### src/rtl/fwd_hazard_unit.sv
// Forwarding and load-use hazard unit: shadows destination state for DEPTH
// stages after ID, selects per-operand bypass sources and requests load-use stalls.
module fwd_hazard_unit #(
  parameter int AW    = 5,
  parameter int NSRC  = 2,
  parameter int DEPTH = 3,
  parameter int SW    = $clog2(DEPTH)
) (
  input  logic                 clk,
  input  logic                 rst,
  input  logic                 hold,
  input  logic                 flush,
  input  logic                 id_valid,
  input  logic [NSRC*AW-1:0]   id_rs,
  input  logic [NSRC-1:0]      id_rs_used,
  input  logic [AW-1:0]        id_rd,
  input  logic                 id_regwrite,
  input  logic                 id_memread,
  output logic [NSRC*SW-1:0]   fwd_sel,
  output logic                 load_stall,
  output logic [15:0]          stall_cnt
);

  typedef struct packed {
    logic          valid;
    logic          regwrite;
    logic          memread;
    logic [AW-1:0] rd;
  } stage_t;

  stage_t             stage_q [DEPTH];
  stage_t             stage_d [DEPTH];
  logic [NSRC*AW-1:0] s0_rs_q, s0_rs_d;
  logic [NSRC-1:0]    s0_used_q, s0_used_d;
  logic [15:0]        cnt_q, cnt_d;
  logic               rs_hit;

  // Forwarding select. Stages are scanned farthest-first so the nearest
  // matching producer is the last assignment and therefore wins.
  always_comb begin
    // NOTE: every always_comb output gets a default before any conditional
    // assignment; without it an unassigned path would infer a latch.
    fwd_sel = '0;
    for (int i = 0; i < NSRC; i++) begin
      if (stage_q[0].valid && s0_used_q[i]) begin
        for (int k = DEPTH - 1; k >= 1; k--) begin
          if (stage_q[k].valid && stage_q[k].regwrite &&
              (stage_q[k].rd != '0) &&
              (stage_q[k].rd == s0_rs_q[i*AW +: AW])) begin
            fwd_sel[i*SW +: SW] = SW'(k);
          end
        end
      end
    end
  end

  // A load in EX whose result is needed by the instruction in ID.
  always_comb begin
    rs_hit = 1'b0;
    for (int i = 0; i < NSRC; i++) begin
      if (id_rs_used[i] && (id_rs[i*AW +: AW] == stage_q[0].rd)) rs_hit = 1'b1;
    end
    load_stall = id_valid && stage_q[0].valid && stage_q[0].memread &&
                 stage_q[0].regwrite && (stage_q[0].rd != '0) && rs_hit && !flush;
  end

  // Next state: hold freezes everything; otherwise shift and fill S0.
  always_comb begin
    stage_d   = stage_q;
    s0_rs_d   = s0_rs_q;
    s0_used_d = s0_used_q;
    cnt_d     = cnt_q;
    if (!hold) begin
      for (int k = DEPTH - 1; k >= 1; k--) stage_d[k] = stage_q[k-1];
      if (flush || load_stall || !id_valid) begin
        stage_d[0] = '0;
        s0_rs_d    = '0;
        s0_used_d  = '0;
      end else begin
        stage_d[0].valid    = 1'b1;
        stage_d[0].regwrite = id_regwrite;
        stage_d[0].memread  = id_memread;
        stage_d[0].rd       = id_rd;
        s0_rs_d             = id_rs;
        s0_used_d           = id_rs_used;
      end
      if (load_stall && (cnt_q != 16'hFFFF)) cnt_d = cnt_q + 16'd1;
    end
  end

  always_ff @(posedge clk or posedge rst) begin
    if (rst) begin
      // NOTE: the shadow pipeline is a handful of flops, not a RAM, so every
      // entry is reset; this keeps outputs defined straight out of reset.
      for (int k = 0; k < DEPTH; k++) stage_q[k] <= '0;
      s0_rs_q   <= '0;
      s0_used_q <= '0;
      cnt_q     <= '0;
    end else begin
      // NOTE: sequential state uses non-blocking assignments so all stages
      // update from the same pre-edge values.
      stage_q   <= stage_d;
      s0_rs_q   <= s0_rs_d;
      s0_used_q <= s0_used_d;
      cnt_q     <= cnt_d;
    end
  end

  assign stall_cnt = cnt_q;

endmodule

### config.mk
export PLATFORM = sky130hd
export DESIGN_NAME = fwd_hazard_unit
export DESIGN_NICKNAME = d
export VERILOG_FILES = /design/src/rtl/fwd_hazard_unit.sv
export SDC_FILE = /design/constraint.sdc
export NUM_CORES = 1
export LEC_CHECK = 0
export CORE_ASPECT_RATIO = 0.6
export CORE_MARGIN = 2
export CORE_UTILIZATION = 40
export CTS_BUF_LIST = sky130_fd_sc_hd__clkbuf_2
export DETAILED_ROUTE_END_ITERATION = 12
export GPL_ROUTABILITY_DRIVEN = 0
export GPL_TIMING_DRIVEN = 1
export HOLD_SLACK_MARGIN = 0.15
export PLACE_DENSITY = 0.71
export RECOVER_POWER = 25
export SLEW_MARGIN = 30
export SYNTH_ARGS = -nofsm -noshare
export SYNTH_HDL_FRONTEND = slang
export SYNTH_SLANG_ARGS = --single-unit
### constraint.sdc
create_clock -name clk -period 1.8 [get_ports clk]
set_input_delay 0.18 -clock clk [delete_from_list [all_inputs] [get_ports clk]]
set_output_delay 0.18 -clock clk [all_outputs]
set_load 0.05 [all_outputs]
==> flow_summary_export.csv, run 1 <==
group,metric,value,unit
status,outcome,"finished, violations left",
status,violations,"negative setup slack",
placed_design,placed_cells,372,
clock_network,clock_tree.root_cell,"sky130_fd_sc_hd__clkbuf_2",
logic_synthesis,synth_xor_area_share,15.3,%
floorplanning,die_area,0.00697,mm^2
pwr,vdd_ir_drop_max,326,uV
detailed_routing,ant_nets,0,
logic_synthesis,seq_area_frac_synth,49.7,%
floorplanning,dieHeight,65.5,um
detailed_routing,drt_drc_violations_left,0,
sta,finalCritPeriodShare,133,%
min_path,min-delay-path-class,"in -> reg",
detailed_routing,drt_first_iter_violations,92,
global_route,grt_max_degree,51,
logic_synthesis,ys_ff_latch,50,
clock_network,tritoncts,"done",
global_route,globalRoute.totalOverflow,0,
floorplanning,start_util,41.2,%
finish,top_library_cells_by_usage_in_the_layout_fill_and_taps_aside,"44 x sky130_fd_sc_hd__buf_4, 36 x sky130_fd_sc_hd__dfrtp_1, 25 x sky130_fd_sc_hd__xnor2_1",
logic_synthesis,postSynthNetCount,240,
logic_synthesis,main_combinational_cell_family_by_area_after_synthesis,"XOR/XNOR gates",
finish,areaGrowthSynthToFinish,56.2,%
detailed_routing,detail_route.wl_per_cell,18.1,um
sta,unrepaired_setup_endpoints_after_global_routing,"yes",
worst_setup_path,critical_path.n_buffers_inverters,3,
detailed_routing,detailedRoute.firstPassIterationCount,4,
detailed_routing,route.detailed.vias_per_inst,5.37,
logic_synthesis,synth_edf_count,0,
worst_setup_path,critical_path_class,"reg -> out",
pwr,leakage_power_summed_over_all_cells,1.79,nW
logic_synthesis,synth-simple-area-share,14.8,%
global_route,grt_pass1_wl,11600,um
clock_network,cts.sink_count,50,
logic_synthesis,syn_avg_cell_area,11.7,um^2
worst_setup_path,critical_path_peak_fanout,2,
sta,fin_crit,2.40,ns
clock_network,htreeDepth,2,
worst_setup_path,cp.arrival,2.22,ns
finish,proportion_of_layout_cells_with_a_drive_suffix_above_1,43.9,%
worst_setup_path,timing.critical_path.cells,"or4_1 -> o211ai_1 -> buf_4 -> nor4_2 -> buf_4 -> nor3_4 -> buf_12",
run,cap_viol_max_count,0,
sta,postLayoutSetupSlackWorst,-0.600,ns
sta,worst_clock_skew,0.0307,ns
logic_synthesis,synth-compound-area-share,10.2,%
logic_synthesis,synth_top_flop_cell,"sky130_fd_sc_hd__dfrtp_1",
worst_setup_path,worst_setup_path_start_kind,"flip-flop",
global_route,grt_pass1_vias,2157,
sta,hold_ws,0.296,ns
worst_setup_path,path_common_cell,"sky130_fd_sc_hd__buf_4",
logic_synthesis,syn_area,0.00252,mm^2
finish,antenna_cells,0,
logic_synthesis,post_synth_fa_ha_maj_area_fraction,0.497,%
floorplanning,num_rows,22,
worst_setup_path,max_stage_delay,0.50,ns
finish,layout.nets,345,
clock_network,worst_path_clk_slew,0.28,ns
clock_network,ctsLongestPathBuffers,2,
logic_synthesis,yosysUniqueCellTypes,28,
sta,final-hold-violation-count,0,
global_route,gr-usage-all-layers,22.1,%
worst_setup_path,timing.critical_path.required,1.62,ns
worst_setup_path,crit_path_end_kind,"output port",
placed_design,post_dp_hpwl,4810,um
sta,fmaxAchievable,417,MHz
floorplanning,standard_cell_core_area,0.00611,mm^2
finish,final_util,64.4,%
detailed_routing,wirelength,7340,um
pwr,total_power,0.00232,W
global_route,number_of_antenna_violations_at_the_first_check_in_global_routing,0,
floorplanning,die_w,106,um
clock_network,cts_made_buffers,5,
finish,final_common_cell,"sky130_fd_sc_hd__buf_4",
sta,finalSetupViolCount,35,
logic_synthesis,async_flop_share,100,%
logic_synthesis,ys_warn_count,0,
sta,timing_max_transition_violations_final,0,
worst_setup_path,worst_path_max_delay_cell,"sky130_fd_sc_hd__or4_1",
logic_synthesis,synth_cells,215,
floorplanning,ioPinCount,45,
sta,relSlewSlack,54.4,%
worst_setup_path,critical-path-top-delay-family,"simple AND/OR/NAND/NOR gates",
placed_design,port-buffer-count,44,
placed_design,setup_slack_at_placement,-0.172,ns
clock_network,insertion_delay,0.44,ns
logic_synthesis,yosys-mux-area-fraction,7.15,%
finish,final-instance-count-excl-fill,405,
pwr,power_density_normalized_to_cell_area,591,mW/mm^2
detailed_routing,vias,2176,
sta,transition_time_of_the_tightest_slew_check_pin,0.684,ns
timing repair:
item | CTS | global route
buffers inserted | 18 | 11
endpoints found under the setup margin | 52 | 41
hold buffers | 1 | 0
resized for setup | 56 | 23
endpoints found under the hold margin | 50 | 0
gates cloned | 2 | 0
pin swaps | 22 | 27
worst paths after layout:
check                        startpoint       endpoint  slack (ns)  cells after the start
min in group asynchronous           rst     s0_rs_q[9]        0.91                      4
setup reg to reg            stage_q[19]  stall_cnt[15]       -0.11                      7
hold / removal                 id_rd[4]    stage_q[20]        0.30                      2
hold reg to reg            stall_cnt[9]   stall_cnt[9]        0.50                      1
max in group asynchronous           rst  stall_cnt[12]        0.39                      4
setup / recovery            stage_q[10]     fwd_sel[3]       -0.60                      7
cell type report:
| type | instances | area, um^2 |
|---|---|---|
| timing repair buffer | 106 | 1040 |
| sequential | 50 | 1270 |
| clock buffer | 5 | 25.0 |
| multi-input combinational | 155 | 1450 |
| tap | 84 | 105 |
| fill | 484 | 2180 |
| clock inverter | 3 | 45.0 |
| inverter | 2 | 7.51 |
sequential cells by signal, indices dropped and copies added, names as in the netlist:
register   flops
s0_used_q      2
stall_cnt     16
s0_rs_q       10
stage_q       22
per-stage QoR:
stage               area (um^2)  TNS, ns
floorplan                  2580  -0.0914
finish                     3940    -3.92
CTS                        3840    -6.70
detailed placement         3420    -4.55
global placement           3420    -3.74
global route               3940    -5.84
report_power, final:
part / total [W] / switching (W) / leakage [nW] / internal, W
Sequential: 0.00124 / 0.0000596 / 0.658 / 0.00118
Clock: 0.000617 / 0.000385 / 0.0352 / 0.000232
Combinational: 0.000468 / 0.000205 / 1.10 / 0.000263
Total: 0.00232 / 0.000650 / 1.79 / 0.00167
cell usage after synthesis, drive strengths merged (2+ instances only):
| library cell | count | share of area (%) |
|---|---|---|
| o211ai | 2 | 0.60 |
| clkbuf | 3 | 0.45 |
| and3 | 5 | 1.2 |
| nor3 | 6 | 1.2 |
| dfrtp | 50 | 50 |
| or4 | 3 | 1.0 |
| inv | 2 | 0.30 |
| nand4 | 13 | 3.2 |
| nor4 | 10 | 2.5 |
| buf | 6 | 1.6 |
| and4 | 2 | 0.70 |
| nor2 | 4 | 0.60 |
| xor2 | 12 | 4.2 |
| nand3 | 15 | 3.0 |
| xnor2 | 32 | 11 |
| a22o | 19 | 6.6 |
| nand2 | 9 | 1.3 |
| mux2 | 16 | 7.2 |
worst register-to-register path: stages, from the launching register on:
cell                      delay [ns]
sky130_fd_sc_hd__dfrtp_1        0.48
sky130_fd_sc_hd__buf_6          0.15
sky130_fd_sc_hd__xnor2_2        0.15
sky130_fd_sc_hd__nand4_1        0.16
sky130_fd_sc_hd__o22ai_4        0.24
sky130_fd_sc_hd__buf_12         0.19
sky130_fd_sc_hd__nand4_1        0.14
sky130_fd_sc_hd__mux2_4         0.32
metal layers:
layer | GRT usage, % | routed length, um
met1 | 32.8 | 3620
met2 | 33.3 | 3210
met3 | 4.56 | 443
met4 | 5.19 | 70
met5 | 0 | 0
logic make-up (layout without fill, tap and decap cells):
family,after synthesis,in the layout
compound gates,26,27
xor+xnor,44,44
fa+ha+maj,1,1
buf+inv,11,116
flops,50,50
mux,16,16
simple gates,67,67
Note: power is estimated with default switching activity, not from simulation.
==> run 2: changes to the inputs <==
--- a/config.mk
+++ b/config.mk
@@ -15,6 +15,7 @@
 export HOLD_SLACK_MARGIN = 0.15
 export PLACE_DENSITY = 0.71
 export RECOVER_POWER = 25
+export SETUP_SLACK_MARGIN = 0.3
 export SLEW_MARGIN = 30
 export SYNTH_ARGS = -nofsm -noshare
 export SYNTH_HDL_FRONTEND = slang
==> flow_summary_export.csv, run 2 (synthesized netlist as in run 1, its figures left out) <==
group,metric,value,unit
worst_setup_path,crit_path_end_kind,"output port",
finish,top_library_cells_by_usage_in_the_layout_fill_and_taps_aside,"42 x sky130_fd_sc_hd__buf_4, 35 x sky130_fd_sc_hd__dfrtp_1, 21 x sky130_fd_sc_hd__xnor2_1, 21 x sky130_fd_sc_hd__clkdlybuf4s50_1",
detailed_routing,detail_route.wl_per_cell,17.6,um
detailed_routing,wirelength,7150,um
placed_design,post_dp_hpwl,4810,um
worst_setup_path,max_stage_delay,0.51,ns
finish,number_of_flip_flops_under_the_largest_register_name,22,
sta,hold_ws,0.307,ns
worst_setup_path,critical_path_class,"reg -> out",
clock_network,ctsLongestPathBuffers,2,
finish,antenna_cells,0,
run,cap_viol_max_count,0,
sta,transition_time_of_the_tightest_slew_check_pin,0.600,ns
floorplanning,die_area,0.00697,mm^2
sta,final-hold-violation-count,0,
detailed_routing,route.detailed.vias_per_inst,5.32,
detailed_routing,ant_nets,0,
worst_setup_path,critical_path_peak_fanout,2,
worst_setup_path,timing.critical_path.cells,"or4_1 -> o211ai_1 -> buf_4 -> nor4_4 -> buf_4 -> nor3_4 -> buf_12",
finish,layout.nets,346,
clock_network,htreeDepth,2,
status,violations,"negative setup slack",
finish,fillCellCount,450,
worst_setup_path,worst_setup_path_start_kind,"flip-flop",
floorplanning,ioPinCount,45,
detailed_routing,drt_drc_violations_left,0,
worst_setup_path,timing.critical_path.required,1.62,ns
sta,unrepaired_setup_endpoints_after_global_routing,"yes",
clock_network,cts_made_buffers,5,
worst_setup_path,cp.arrival,2.20,ns
global_route,number_of_antenna_violations_at_the_first_check_in_global_routing,0,
clock_network,cts.sink_count,50,
sta,fmaxAchievable,420,MHz
global_route,grt_pass1_vias,2231,
detailed_routing,drt_first_iter_violations,142,
detailed_routing,detailedRoute.firstPassIterationCount,4,
sta,worst_clock_skew,0.0296,ns
worst_setup_path,worst_path_max_delay_cell,"sky130_fd_sc_hd__or4_1",
sta,timing_max_transition_violations_final,0,
finish,final_common_cell,"sky130_fd_sc_hd__buf_4",
global_route,gr-usage-all-layers,22.1,%
detailed_routing,vias,2158,
worst_setup_path,path_common_cell,"sky130_fd_sc_hd__buf_4",
status,outcome,"finished, violations left",
clock_network,clock_tree.root_cell,"sky130_fd_sc_hd__clkbuf_2",
min_path,hold_path.startpoint,"id_memread",
floorplanning,num_rows,22,
finish,areaGrowthSynthToFinish,57.7,%
floorplanning,start_util,41.2,%
sta,relSlewSlack,60.0,%
global_route,grt_pass1_wl,11700,um
placed_design,port-buffer-count,44,
pwr,leakage_power_summed_over_all_cells,1.78,nW
pwr,total_power,0.00231,W
floorplanning,standard_cell_core_area,0.00611,mm^2
sta,finalSetupViolCount,41,
clock_network,insertion_delay,0.44,ns
global_route,grt_max_degree,38,
sta,postLayoutSetupSlackWorst,-0.580,ns
clock_network,tritoncts,"done",
worst_setup_path,timing.critical_path.from,"stage_q[9]",
finish,regArea,0.00127,mm^2
finish,proportion_of_layout_cells_with_a_drive_suffix_above_1,48.8,%
sta,fin_crit,2.38,ns
pwr,vdd_ir_drop_max,414,uV
worst_setup_path,timing.rr.start,"stage_q[18]",
global_route,globalRoute.totalOverflow,0,
clock_network,worst_path_clk_slew,0.26,ns
floorplanning,die_w,106,um
finish,multi_input_gate_area_in_the_final_layout,0.00148,mm^2
floorplanning,dieHeight,65.5,um
min_path,min-delay-path-class,"in -> reg",
sta,finalCritPeriodShare,132,%
finish,register_with_the_highest_flop_count,"stage_q",
pwr,power_density_normalized_to_cell_area,582,mW/mm^2
## run 2: metrics by stage
step           area, um^2  setup TNS (ns)  setup slack, ns  cells  utilization, %
4_1_cts              3840           -4.46           -0.573    400            62.9
2_1_floorplan        2660         -0.0684          -0.0215    215               -
5_1_grt              3970          -13.88           -0.704    406            65.0
6_report             3970          -11.02           -0.580    406            65.0
3_3_place_gp         3470           -3.77           -0.180    372            56.8
3_5_place_dp         3470           -4.62           -0.199    372            56.8
## run 2: final timing paths
kind | slack [ns] | depth (start not counted) | to
min in group asynchronous | 0.73 | 3 | stall_cnt[10]
max in group asynchronous | 0.18 | 4 | stall_cnt[15]
worst max-delay path | -0.58 | 7 | fwd_sel[3]
worst min-delay path | 0.31 | 2 | stage_q[21]
worst max register to register | -0.35 | 10 | stall_cnt[15]
worst min register to register | 0.51 | 1 | stall_cnt[13]
## run 2: report_power, final
part	switching, W	leakage [nW]	internal [W]
Clock	0.000369	0.0406	0.000236
Sequential	0.0000572	0.656	0.00118
Combinational	0.000206	1.08	0.000264
Total	0.000632	1.78	0.00168
## run 2: critical path, delay by kind of cell, from the launching register on
family,cells,cell delay (ns)
DFF,1,0.43
AOI/OAI and AO/OA,1,0.18
and+or+nand+nor,3,0.70
buffers and inverters,3,0.46
## run 2: per-layer routing
| metal | GRT usage [%] | wire length, um | vias up |
|---|---|---|---|
| li1 | - | - | 1017 |
| met1 | 32.8 | 3660 | 1067 |
| met2 | 33.7 | 3050 | 69 |
| met3 | 4.37 | 394 | 5 |
| met4 | 4.87 | 43 | 0 |
| met5 | 0 | 0 | - |
## run 2: cell type report
class | count | share of cell area, %
Multi-Input combinational cell | 155 | 37.3
Sequential cell | 50 | 32.0
Timing Repair Buffer | 107 | 26.3
Tap cell | 84 | 2.65
Clock inverter | 2 | 0.850
Clock buffer | 6 | 0.756
Inverter | 2 | 0.189
## run 2: what timing repair did
item                                    in CTS  in global routing
hold buffers                                 1                  0
setup buffers                               18                  5
endpoints found under the setup margin      53                 48
endpoints found under the hold margin       13                  0
pin swaps                                   18                 11
gates cloned                                 1                  1
gates resized for setup                     65                 35
==> run 3: changes to the inputs <==
--- a/config.mk
+++ b/config.mk
@@ -5,6 +5,7 @@
 export SDC_FILE = /design/constraint.sdc
 export NUM_CORES = 1
 export LEC_CHECK = 0
+export CAP_MARGIN = 20
 export CORE_ASPECT_RATIO = 0.6
 export CORE_MARGIN = 2
 export CORE_UTILIZATION = 40
==> results of run 3 <==
No change in the layout: final DEF, timing and power equal those of run 2.
